`src/rtl/seq_pkg.sv`:
```
// Shared definitions for the sequential RV64 subset core: opcodes, FSM states, ALU ops and
// instruction classes.
package seq_pkg;

  localparam logic [6:0] OpcR      = 7'b0110011;
  localparam logic [6:0] OpcIAlu   = 7'b0010011;
  localparam logic [6:0] OpcLoad   = 7'b0000011;
  localparam logic [6:0] OpcStore  = 7'b0100011;
  localparam logic [6:0] OpcBranch = 7'b1100011;

  localparam logic [2:0] F3AddSub = 3'b000;
  localparam logic [2:0] F3Or     = 3'b110;
  localparam logic [2:0] F3And    = 3'b111;
  localparam logic [2:0] F3Dword  = 3'b011;
  localparam logic [2:0] F3Beq    = 3'b000;

  localparam logic [6:0] F7Base = 7'b0000000;
  localparam logic [6:0] F7Sub  = 7'b0100000;

  typedef enum logic [2:0] {
    StFetch,
    StDecode,
    StExec,
    StMem,
    StWb,
    StPcupd,
    StHalt
  } state_e;

  typedef enum logic [1:0] {
    AluAdd = 2'b00,
    AluSub = 2'b01,
    AluAnd = 2'b10,
    AluOr  = 2'b11
  } alu_op_e;

  typedef enum logic [2:0] {
    ClsR,
    ClsIAlu,
    ClsLd,
    ClsSd,
    ClsBeq,
    ClsIllegal
  } instr_class_e;

endpackage

```
`src/rtl/seq_decoder.sv`:
```
// Combinational instruction classifier: IR fields -> {class, ALU op, immediate operand select}.
module seq_decoder
  import seq_pkg::*;
(
  input  logic [6:0]   opcode_i,
  input  logic [2:0]   funct3_i,
  input  logic [6:0]   funct7_i,
  output instr_class_e cls_o,
  output alu_op_e      alu_op_o,
  output logic         alu_src_imm_o
);

  // Anything not matched below stays ClsIllegal.
  always_comb begin
    cls_o         = ClsIllegal;
    alu_op_o      = AluAdd;
    alu_src_imm_o = 1'b0;
    unique case (opcode_i)
      OpcR: begin
        if (funct3_i == F3AddSub && funct7_i == F7Base) begin
          cls_o = ClsR;
        end else if (funct3_i == F3AddSub && funct7_i == F7Sub) begin
          cls_o    = ClsR;
          alu_op_o = AluSub;
        end else if (funct3_i == F3Or && funct7_i == F7Base) begin
          cls_o    = ClsR;
          alu_op_o = AluOr;
        end else if (funct3_i == F3And && funct7_i == F7Base) begin
          cls_o    = ClsR;
          alu_op_o = AluAnd;
        end
      end
      OpcIAlu: begin
        alu_src_imm_o = 1'b1;
        case (funct3_i)
          F3AddSub: cls_o = ClsIAlu;
          F3Or: begin
            cls_o    = ClsIAlu;
            alu_op_o = AluOr;
          end
          F3And: begin
            cls_o    = ClsIAlu;
            alu_op_o = AluAnd;
          end
          default: ;
        endcase
      end
      OpcLoad: begin
        if (funct3_i == F3Dword) begin
          cls_o         = ClsLd;
          alu_src_imm_o = 1'b1;
        end
      end
      OpcStore: begin
        if (funct3_i == F3Dword) begin
          cls_o         = ClsSd;
          alu_src_imm_o = 1'b1;
        end
      end
      OpcBranch: begin
        if (funct3_i == F3Beq) begin
          cls_o    = ClsBeq;
          alu_op_o = AluSub;
        end
      end
      default: ;
    endcase
  end

endmodule

```
`src/rtl/seq_control_fsm.sv`:
```
// Multi-cycle control FSM: fetch, decode, execute, memory, write-back and PC update, with a
// memory wait timeout, sticky error flags and a retired-instruction counter.
module seq_control_fsm
  import seq_pkg::*;
#(
  // Must be at least 1.
  parameter int unsigned TIMEOUT = 255
) (
  input  logic        clk,
  input  logic        rst_n,
  input  logic        run_i,
  input  logic [31:0] imem_rdata_i,
  input  logic        imem_ready_i,
  input  logic        dmem_ready_i,
  input  logic        alu_zero_i,
  output logic [31:0] instr_o,
  output logic        imem_req_o,
  output logic        dmem_re_o,
  output logic        dmem_we_o,
  output logic        alu_src_imm_o,
  output logic [1:0]  alu_op_o,
  output logic        reg_we_o,
  output logic        wb_sel_o,
  output logic        pc_we_o,
  output logic        pc_sel_o,
  output logic        halted_o,
  output logic        illegal_o,
  output logic        bus_err_o,
  output logic [31:0] instret_o
);

  // The counter only ever holds 0..TIMEOUT-1; the last unready cycle halts instead of counting.
  localparam int unsigned CntW = (TIMEOUT > 1) ? $clog2(TIMEOUT) : 1;
  localparam logic [CntW-1:0] WaitLast = CntW'(TIMEOUT - 1);

  state_e          state_q, state_d;
  logic [31:0]     ir_q, ir_d;
  logic            taken_q, taken_d;
  logic [31:0]     instret_q, instret_d;
  logic [CntW-1:0] wait_q, wait_d;
  logic            illegal_q, illegal_d;
  logic            bus_err_q, bus_err_d;

  // Registered Moore outputs, computed from the next state.
  logic    dmem_re_q, dmem_re_d;
  logic    dmem_we_q, dmem_we_d;
  logic    alu_src_imm_q, alu_src_imm_d;
  alu_op_e alu_op_q, alu_op_d;
  logic    reg_we_q, reg_we_d;
  logic    wb_sel_q, wb_sel_d;
  logic    pc_we_q, pc_we_d;
  logic    pc_sel_q, pc_sel_d;
  logic    halted_q, halted_d;

  instr_class_e dec_cls;
  alu_op_e      dec_alu_op;
  logic         dec_src_imm;

  seq_decoder u_decoder (
    .opcode_i      (ir_q[6:0]),
    .funct3_i      (ir_q[14:12]),
    .funct7_i      (ir_q[31:25]),
    .cls_o         (dec_cls),
    .alu_op_o      (dec_alu_op),
    .alu_src_imm_o (dec_src_imm)
  );

  // run only matters in FETCH; it is not a ready input, so the direct path is allowed.
  assign imem_req_o = (state_q == StFetch) && run_i;

  // State transitions, IR capture, wait counting and retirement.
  always_comb begin
    state_d   = state_q;
    ir_d      = ir_q;
    taken_d   = taken_q;
    instret_d = instret_q;
    wait_d    = wait_q;
    illegal_d = illegal_q;
    bus_err_d = bus_err_q;
    unique case (state_q)
      StFetch: begin
        if (run_i) begin
          if (imem_ready_i) begin
            ir_d    = imem_rdata_i;
            state_d = StDecode;
          end else if (wait_q == WaitLast) begin
            bus_err_d = 1'b1;
            state_d   = StHalt;
          end else begin
            wait_d = wait_q + CntW'(1);
          end
        end
      end
      StDecode: begin
        if (dec_cls == ClsIllegal) begin
          illegal_d = 1'b1;
          state_d   = StHalt;
        end else begin
          state_d = StExec;
        end
      end
      StExec: begin
        case (dec_cls)
          ClsR, ClsIAlu: state_d = StWb;
          ClsLd, ClsSd: begin
            wait_d  = '0;
            state_d = StMem;
          end
          ClsBeq: begin
            taken_d = alu_zero_i;
            state_d = StPcupd;
          end
          default: state_d = StHalt;
        endcase
      end
      StMem: begin
        // Ready in the final allowed cycle still completes the access.
        if (dmem_ready_i) begin
          state_d = (dec_cls == ClsLd) ? StWb : StPcupd;
        end else if (wait_q == WaitLast) begin
          bus_err_d = 1'b1;
          state_d   = StHalt;
        end else begin
          wait_d = wait_q + CntW'(1);
        end
      end
      StWb: state_d = StPcupd;
      StPcupd: begin
        instret_d = instret_q + 32'd1;
        wait_d    = '0;
        state_d   = StFetch;
      end
      StHalt: state_d = StHalt;
      default: state_d = StHalt;
    endcase
  end

  // Output strobes for the state being entered, so they appear with the state itself.
  always_comb begin
    dmem_re_d     = (state_d == StMem) && (dec_cls == ClsLd);
    dmem_we_d     = (state_d == StMem) && (dec_cls == ClsSd);
    alu_op_d      = AluAdd;
    alu_src_imm_d = 1'b0;
    if (state_d == StExec || state_d == StMem) begin
      alu_op_d      = dec_alu_op;
      alu_src_imm_d = dec_src_imm;
    end
    reg_we_d = (state_d == StWb);
    wb_sel_d = (state_d == StWb) && (dec_cls == ClsLd);
    pc_we_d  = (state_d == StPcupd);
    pc_sel_d = (state_d == StPcupd) && (dec_cls == ClsBeq) && taken_d;
    halted_d = (state_d == StHalt);
  end

  // All state and registered outputs; reset aborts any instruction in flight.
  always_ff @(posedge clk or negedge rst_n) begin
    if (!rst_n) begin
      state_q       <= StFetch;
      ir_q          <= '0;
      taken_q       <= 1'b0;
      instret_q     <= '0;
      wait_q        <= '0;
      illegal_q     <= 1'b0;
      bus_err_q     <= 1'b0;
      dmem_re_q     <= 1'b0;
      dmem_we_q     <= 1'b0;
      alu_src_imm_q <= 1'b0;
      alu_op_q      <= AluAdd;
      reg_we_q      <= 1'b0;
      wb_sel_q      <= 1'b0;
      pc_we_q       <= 1'b0;
      pc_sel_q      <= 1'b0;
      halted_q      <= 1'b0;
    end else begin
      state_q       <= state_d;
      ir_q          <= ir_d;
      taken_q       <= taken_d;
      instret_q     <= instret_d;
      wait_q        <= wait_d;
      illegal_q     <= illegal_d;
      bus_err_q     <= bus_err_d;
      dmem_re_q     <= dmem_re_d;
      dmem_we_q     <= dmem_we_d;
      alu_src_imm_q <= alu_src_imm_d;
      alu_op_q      <= alu_op_d;
      reg_we_q      <= reg_we_d;
      wb_sel_q      <= wb_sel_d;
      pc_we_q       <= pc_we_d;
      pc_sel_q      <= pc_sel_d;
      halted_q      <= halted_d;
    end
  end

  assign instr_o       = ir_q;
  assign dmem_re_o     = dmem_re_q;
  assign dmem_we_o     = dmem_we_q;
  assign alu_src_imm_o = alu_src_imm_q;
  assign alu_op_o      = alu_op_q;
  assign reg_we_o      = reg_we_q;
  assign wb_sel_o      = wb_sel_q;
  assign pc_we_o       = pc_we_q;
  assign pc_sel_o      = pc_sel_q;
  assign halted_o      = halted_q;
  assign illegal_o     = illegal_q;
  assign bus_err_o     = bus_err_q;
  assign instret_o     = instret_q;

endmodule

```
`config.mk`:
```
export PLATFORM = sky130hd
export DESIGN_NAME = seq_control_fsm
export DESIGN_NICKNAME = d
export VERILOG_FILES = /design/src/rtl/seq_pkg.sv /design/src/rtl/seq_decoder.sv /design/src/rtl/seq_control_fsm.sv
export SDC_FILE = /design/constraint.sdc
export NUM_CORES = 1
export LEC_CHECK = 0
export ABC_AREA = 1
export BUFFER_PORTS_ARGS = -buffer_cell sky130_fd_sc_hd__buf_2
export CORE_MARGIN = 8
export CORE_UTILIZATION = 32
export CTS_CLUSTER_DIAMETER = 50
export CTS_CLUSTER_SIZE = 16
export DETAILED_ROUTE_END_ITERATION = 16
export GPL_TIMING_DRIVEN = 0
export HOLD_SLACK_MARGIN = 0.02
export SLEW_MARGIN = 10
export SYNTH_ARGS = -nofsm -noshare
export SYNTH_HDL_FRONTEND = slang
export SYNTH_SLANG_ARGS = --single-unit
```
`constraint.sdc`:
```
create_clock -name clk -period 4.7 [get_ports clk]
set_clock_uncertainty 0.05 [all_clocks]
set_input_delay 0.47 -clock clk [delete_from_list [all_inputs] [get_ports clk]]
set_output_delay 0.47 -clock clk [all_outputs]
set_load 0.01 [all_outputs]
```
# Word level (Yosys, flattened, before mapping)
# Index checks and enable logic that the tools add are counted.
[totals]
reg_bits = 88
word_cells = 113
out_inout_bits = 77
input_bits = 38
[classes]
n_eq_ne = 29
add_sub_neg = 2
muxes = 41
reduce_logical = 25
[ops]
columns = ["cell", "count"]
rows = [
  ["8-bit two-way mux", 5],
  ["3-bit two-way mux", 12],
  ["32-bit by 1-bit adder with 32-bit output, second input constant", 1],
  ["8-bit case mux with 4 select lines", 1],
  ["3-bit == test, second input constant", 9],
  ["3-bit by 2-bit == test with 1-bit output, second input constant", 7],
  ["7-bit by 6-bit == test with 1-bit output, second input constant", 3],
  ["3-bit case mux with 6 select lines", 1],
  ["3-bit case mux with 5 select lines", 1],
  ["1-bit two-way mux", 11],
  ["1-bit logical AND", 10],
  ["2-bit two-way mux", 5],
  ["3-bit zero test", 3],
  ["3-bit case mux with 3 select lines", 1],
  ["8-bit by 1-bit adder with 8-bit output, second input constant", 1],
  ["8-bit == test, second input constant", 1],
  ["2-bit inequality test, second input constant", 4],
  ["7-bit by 2-bit == test with 1-bit output, second input constant", 1],
  ["7-bit by 5-bit == test with 1-bit output, second input constant", 1],
  ["7-bit == test, second input constant", 1],
  ["7-bit zero test", 1],
  ["3-bit by 1-bit == test with 1-bit output, second input constant", 2],
  ["2-bit case mux with 3 select lines", 1],
  ["2-bit OR reduction", 3],
  ["other kinds (10)", 11],
]

# Logic depth before layout (Yosys ltp)
# Gate-level depths: netlist of run 1.
[logic_depth]
depth_word = 14
depth_mapped = 14

# Modules after synthesis
# From an unflattened synthesis of run 1, not the netlist that was laid out.
[hier_totals]
cells_unflattened = 645
hier_area_um2 = 4752.1
[by_module_without_submodules]
columns = ["mod", "cells_each", "instances", "seq_area_each_um2", "area_each_um2"]
rows = [
  ["seq_control_fsm", 567, 1, 2202.1, 4359.2],
  ["seq_decoder", 78, 1, 0.0, 392.9],
]

# Least setup slack after synthesis of run 1
# OpenSTA, ideal clock, no wires.
[synth_timing]
path_kind = "register to register"
from = "register instret_q[0], in the netlist instret_o[0]"
to = "register instret_q[30], in the netlist instret_o[30]"
required_ns = 4.526
arrival_time_ns = 1.603
stages_incl_launch_ff = 12
setup_time_ns = 0.124
slack_ns = 2.923
period_less_slack_ns = 1.777
path_cell_list = "dfrtp_1 ha_1 inv_1 nor2_4 nand3_4 nor2_4 nand2_4 nor2_4 nand2_2 nor2_4 nand4_1 xor2_1"
[synth_via]
elab_chain_cells = 1
[synth_lines]
columns = ["item", "line", "source"]
rows = [
  ["start, declared", "seq_control_fsm.sv:39", "logic [31:0] instret_q, instret_d;"],
  ["start signal, assigned", "seq_control_fsm.sv:178", "instret_q <= instret_d;"],
  ["32-bit by 1-bit adder with 32-bit output", "seq_control_fsm.sv:129", "instret_d = instret_q + 32'd1;"],
]
# No other way between the ends.
# A chain may end at the register's enable or synchronous reset.

# Final worst setup path of run 1
[layout_timing]
from = "register state_q[2]"
to = "register ir_q[2], in the netlist instr_o[2]"
[layout_via]
elab_chain_cells = 2
[layout_lines]
columns = ["item", "line", "source"]
rows = [
  ["start, declared", "seq_control_fsm.sv:36", "state_e state_q, state_d;"],
  ["start signal, assigned", "seq_control_fsm.sv:158", "state_q <= StFetch;"],
  ["start signal, assigned", "seq_control_fsm.sv:175", "state_q <= state_d;"],
  ["3-bit zero test", "seq_control_fsm.sv:80", "unique case (state_q)"],
  ["3-bit AND reduction (no source line)", "n/a", ""],
  ["end signal, assigned", "seq_control_fsm.sv:176", "ir_q <= ir_d;"],
  ["end, declared", "seq_control_fsm.sv:37", "logic [31:0] ir_q, ir_d;"],
]
# No other way between the ends.

==> results of run 1 <==
-- cell families after synthesis --
group,count (synthesis),share of synthesized area
buffers and inverters,68,0.0597
xor gates and xnor gates,33,0.0651
muxes,22,0.0558
AOI/OAI and AO/OA,39,0.0490
DFF,88,0.496
adders and majority gates,3,0.00845
and+or+nand+nor,231,0.266
-- area by class of cell --
cell class / count / area, um2
Clock inverter: 4 / 52.6
Buffer: 5 / 28.8
Multi-Input combinational cell: 328 / 1980
Sequential cell: 88 / 2200
Fill cell: 1388 / 8130
Tap cell: 180 / 225
Timing Repair Buffer: 116 / 611
Inverter: 63 / 236
Clock buffer: 12 / 256
-- state kept, by name, indices dropped and copies added (netlist names), 2 cells and up --
| name | flops |
|---|---|
| instret_o | 32 |
| instr_o | 32 |
| alu_op_o | 2 |
| state_q | 3 |
| wait_q | 8 |
-- stage by stage --
| stage | hold WS, ps | power (mW) | std cells |
|---|---|---|---|
| after floorplan | 124 | 0.811 | 484 |
| after global placement | 402 | 0.856 | 778 |
| after detailed placement | 383 | 0.861 | 779 |
| after CTS | 290 | 1.61 | 796 |
| after global routing | 288 | 1.65 | 796 |
| final | 302 | 1.59 | 796 |
-- timing repair --
item,in CTS,in global routing
hold buffers,1,0
setup buffers,0,0
endpoints found under the hold margin,28,0
-- cells in the final DEF, fill, tap and decap left out, types with 3 or more instances in the layout --
master and count:
o21ai_0 5, clkbuf_16 9, nor2_4 7, ha_1 3, inv_2 8, inv_1 55
nor2_1 59, nor3_4 3, o21ai_1 4, nor2_2 6, buf_2 115, dfrtp_1 88
xnor2_1 11, nand2_2 5, nand4_1 10, nor3_1 12, xor2_1 22, nand2_1 85
mux2_2 22, clkbuf_1 3, nand3_1 30, nand3_4 3, a21oi_1 24
-- critical path, stage by stage (launching register included) --
cell and delay, ps:
dfrtp_1 440, inv_1 150, nand2_1 120, nor2_1 70
nand2_1 230, buf_2 300, clkbuf_1 390, a21oi_1 140
-- power by group through the flow --
stage | Combinational [mW] | Sequential [mW] | Clock [mW]
2_1_floorplan | 0.0166 | 0.795 | 0
6_report | 0.0698 | 0.776 | 0.745
3_3_place_gp | 0.0668 | 0.789 | 0
4_1_cts | 0.0722 | 0.776 | 0.766
3_5_place_dp | 0.0712 | 0.790 | 0
5_1_grt | 0.0787 | 0.777 | 0.796
-- routing by layer --
metal	wire length [um]	GRT usage	share of wire	vias up
met1	4450	0.143	0.42	1755
li1	-	-	-	1813
met5	0	0	0	-
met2	5440	0.207	0.51	91
met3	615	0.0389	0.057	16
met4	193	0.0462	0.018	0
-- how the worst max path moves through the flow --
stage	endpoint	slack, ps
6_report	instr_o[2]	2680
5_1_grt	pc_sel_o	2460
4_1_cts	instr_o[30]	2650
3_5_place_dp	instr_o[30]	2680
3_3_place_gp	instret_o[13]	2300
2_1_floorplan	instret_o[30]	2920
==> summary.txt, run 1 <==
Final layout
  – Final Cell Area: 0.00559 mm2
  – Layout cells sized above 1: 0.320
  – Final core occ: 0.407
  – Area Growth Syn to Fin: 25.8%
  – Antenna fix cells: 0
  – Fin nets: 652

Place
  – Pre-CTS setup slack: 2680 ps
  – Buffers added on ports: 114
  – Cell area after placement: 0.00527 mm2
  – GP Congestion: 0.823
  – Hpwl dp: 8250 um

GRT
  – First-pass GRT wire length: 17800 um
  – Antenna violations before repair: 0
  – GRT overflow: 0
  – Vias in the first global route: 3731
  – Largest net degree at the start of global routing: 61
  – Global-route usage over all layers: 0.123

Critical path
  – Reg2reg path depth: 7
  – RR Startpoint: state_q[2]
  – CP max FO: 10
  – WP data arrival: 2180 ps
  – Worst setup EP type: flip-flop
  – R2R Path End: instr_o[2]
  – Reg-to-reg slack, setup: 2680 ps
  – Setup CP Type: flip-flop to flip-flop
  – Critical Path RT: 4870 ps
  – Critical Path Start: state_q[2]
  – Worst Setup Start Kind: flip-flop

STA
  – Period utilisation layout: 0.429
  – Setup TNS: 0 ps
  – Max-slew violation count: 0
  – Max-slew headroom: 0.696
  – FMAX: 496 MHz
  – Setup WS post-layout: 2680 ps
  – Final hold vios: 0
  – Final setup violation count: 0
  – Tightest Pin Transition: 453 ps
  – RSZ-0062 raised after global routing: no
  – Post-layout min period: 2020 ps

Detailed routing
  – Vias: 3675
  – Post-DRT Antenna Nets: 0
  – WL/cell: 13.4 um
  – Initial drt markers: 222
  – DRC: 0
  – Drt via density: 4.62
  – Initial DRT Pass Iterations: 5
  – Drt total wl: 10700 um

Power
  – Comb power frac: 0.044
  – Leak: 3.02 nW
  – VDD IR max: 0.159 mV
  – Psw: 0.351 mW
  – Seq pwr share: 0.488
  – Clock power share: 0.468
  – Switching Fraction: 0.221
  – PwrDens: 285 mW/mm2
  – Cell internal pwr: 1.24 mW

Synthesis
  – Synth top area cells: dfrtp_1, nand2_1, mux2_2
  – Syn nets: 525
  – Yosys Warn Count: 0
  – Synth Flop Type: dfrtp_1
  – Post-synth top cells: dfrtp_1, nand2_1, nor2_1, inv_1, nand3_1
  – Syn Area/Cell: 9.18 um2
  – Syn Inst Count: 484
  – Most frequent cell after synthesis: dfrtp_1
  – Ys async rst share: 1.00
  – Synth unique cells: 36
  – Yosys top cell by area: dfrtp_1
  – EDFF count, synth: 0
  – Mapped cell area: 0.00444 mm2
  – Area share of the largest cell type after synthesis: 0.496
  – Proportion of synthesized chip area in sequential cells: 0.496
  – Yosys reg bits: 88

Clock tree
  – CTS Sinks: 88
  – Worst-case clock buffer depth: 2
  – CTS Buf Count: 9
  – Worst-path clk slew: 70 ps
  – CTS H-tree depth: 3
  – CTS Root Cell: clkbuf_16
  – Cts repair resizes: 0
  – Worst-Skew Late Latency: 350 ps
  – CTS tree: yes

Worst hold path
  – Hold_sp: imem_rdata_i[28]
  – HP Class: input pin to flip-flop
  – WHS Path Cells: 2
  – WHS Endpoint: instr_o[28]

Floorplan
  – I/O pin count: 115
  – Core Rows: 43
  – Die area: 0.0179 mm2
  – Initial Util: 0.324
  – CORE AREA: 0.0137 mm2
  – Die Ht: 134 um
  – Chip width: 134 um

Flow run
  – Max Cap Viol: 0

Status
  – Outcome: completed
No activity file was read; power rests on OpenSTA's default activity.
==> run 2: changes to the inputs <==
clock period = 2.03 ns   (was 4.7 ns; I/O delays follow)
==> summary.txt, run 2 (same netlist as run 1, synthesis figures left out) <==
Final layout
  – Commonest non-fill, non-tap cell in the layout: buf_2
  – Final std cells w/o fill: 811
  – Area Growth Syn to Fin: 30.6%
  – Fin nets: 667
  – Footprint of the multi-input gates: 0.00207 mm2
  – Commonest cells after routing, fill and taps aside: buf_2, dfrtp_1, nand2_1
  – Antenna fix cells: 0
  – Reg area: 0.00221 mm2
  – Layout cells sized above 1: 0.376
  – Fill cells: 1368

Clock tree
  – CTS tree: yes
  – CTS H-tree depth: 3
  – Worst-path clk slew: 70 ps
  – CTS Buf Count: 9
  – CTS Root Cell: clkbuf_16
  – Worst-case clock buffer depth: 2
  – Worst-Skew Late Latency: 340 ps
  – CTS Sinks: 88

GRT
  – Vias in the first global route: 3731
  – GRT overflow: 0
  – Antenna violations before repair: 0
  – First-pass GRT wire length: 17800 um
  – Largest net degree at the start of global routing: 61
  – Global-route usage over all layers: 0.123

Detailed routing
  – Post-DRT Antenna Nets: 0
  – DRC: 0
  – WL/cell: 13.6 um
  – Drt via density: 4.61
  – Vias: 3737
  – Initial DRT Pass Iterations: 4
  – Initial drt markers: 201
  – Drt total wl: 11000 um

Place
  – Buffers added on ports: 114
  – GP Congestion: 0.823
  – Hpwl dp: 8250 um
  – # placed instances: 779

Critical path
  – Critical path's most frequent cell: nand2_4
  – CP max FO: 8
  – RR Startpoint: instr_o[2]
  – Critical Path RT: 2210 ps
  – Setup CP Type: flip-flop to flip-flop
  – Slowest cell on crit path: dfrtp_1
  – Worst Path Buf+Inv: 3
  – Family with the most delay on the worst path: simple AND/OR/NAND/NOR gates
  – Worst setup EP type: flip-flop
  – Worst Setup Start Kind: flip-flop
  – Critical Path Start: instr_o[2]
  – Critical Path, Cell by Cell: inv_2, nand2_4, nor2_8, nand3_4, nor2_4, inv_4, nand2_4, o21ai_4, nor3_4, buf_4, o22ai_2
  – CP max stage delay: 410 ps
  – WP data arrival: 2160 ps

Floorplan
  – CORE AREA: 0.0137 mm2
  – Initial Util: 0.324
  – Core Rows: 43
  – Chip width: 134 um
  – Die Ht: 134 um
  – I/O pin count: 115
  – Die area: 0.0179 mm2

Power
  – VDD IR max: 0.369 mV
  – Leak: 3.11 nW
  – PwrDens: 634 mW/mm2
  – Pwr Total: 3.68 mW

Worst hold path
  – HP Class: input pin to flip-flop
  – Hold_sp: imem_rdata_i[28]

STA
  – RSZ-0062 raised after global routing: yes
  – Max-slew headroom: 0.651
  – Final setup violation count: 0
  – Post-layout min period: 1980 ps
  – Period utilisation layout: 0.976
  – Max-slew violation count: 0
  – Final hold vios: 0
  – Tightest Pin Transition: 520 ps
  – Setup TNS: 0 ps
  – FMAX: 505 MHz

Flow run
  – Max Cap Viol: 0

Status
  – Outcome: completed
## run 2: what timing repair did
| item | CTS | global route |
|---|---|---|
| buffers inserted | 0 | 13 |
| pin swaps | 0 | 13 |
| hold buffers | 1 | 0 |
| gates resized for setup | 1 | 32 |
| gates cloned | 0 | 2 |
| hold endpoints to repair | 28 | 0 |
| setup endpoints to repair | 7 | 52 |
## run 2: per-layer routing
layer / wire [um] / up-vias / GRT usage
met2: 5710 / 90 / 0.207
li1: - / 1840 / -
met5: 0 / - / 0
met1: 4560 / 1790 / 0.143
met3: 581 / 17 / 0.0389
met4: 183 / 0 / 0.0462
## run 2: worst reg2reg max path: stages (launching register included)
cell and delay [ps]:
dfrtp_1 410, inv_2 90, nand2_4 60, nor2_8 170, nand3_4 110, nor2_4 190, inv_4 70, nand2_4 80
o21ai_4 70, nor3_4 290, buf_4 210, o22ai_2 70
## run 2: worst paths after layout
check	to	slack, ps	depth (start not counted)
setup / recovery	wait_q[1]	50	11
hold / removal	instr_o[28]	40	2
setup reg to reg	wait_q[1]	50	11
hold reg to reg	instret_o[31]	420	1
max in group asynchronous	instr_o[15]	1010	3
min in group asynchronous	instr_o[5]	300	2
## run 2: area by class of cell
| class | instances | share of cell area |
|---|---|---|
| inverter | 63 | 0.0412 |
| timing repair buffer | 130 | 0.123 |
| sequential | 88 | 0.380 |
| multi-input combinational | 329 | 0.357 |
| tap | 180 | 0.0388 |
| buffer | 5 | 0.00560 |
| clock buffer | 12 | 0.0442 |
| clock inverter | 4 | 0.00905 |
## run 2: power breakdown
| group | switching, mW | internal, mW |
|---|---|---|
| registers | 0.0193 | 1.78 |
| clock network | 0.692 | 1.02 |
| logic | 0.0955 | 0.0713 |
| total | 0.806 | 2.87 |
## run 2: stage by stage
step	hold slack, ps	cell area (um2)	utilization	worst slack (ps)
floorplan	-143	4440	-	253
global placement	386	5240	0.382	-106
detailed placement	116	5270	0.384	6.14
CTS	23.5	5590	0.407	59.1
global route	20.8	5800	0.423	-51.8
finish	38.5	5800	0.423	48.1
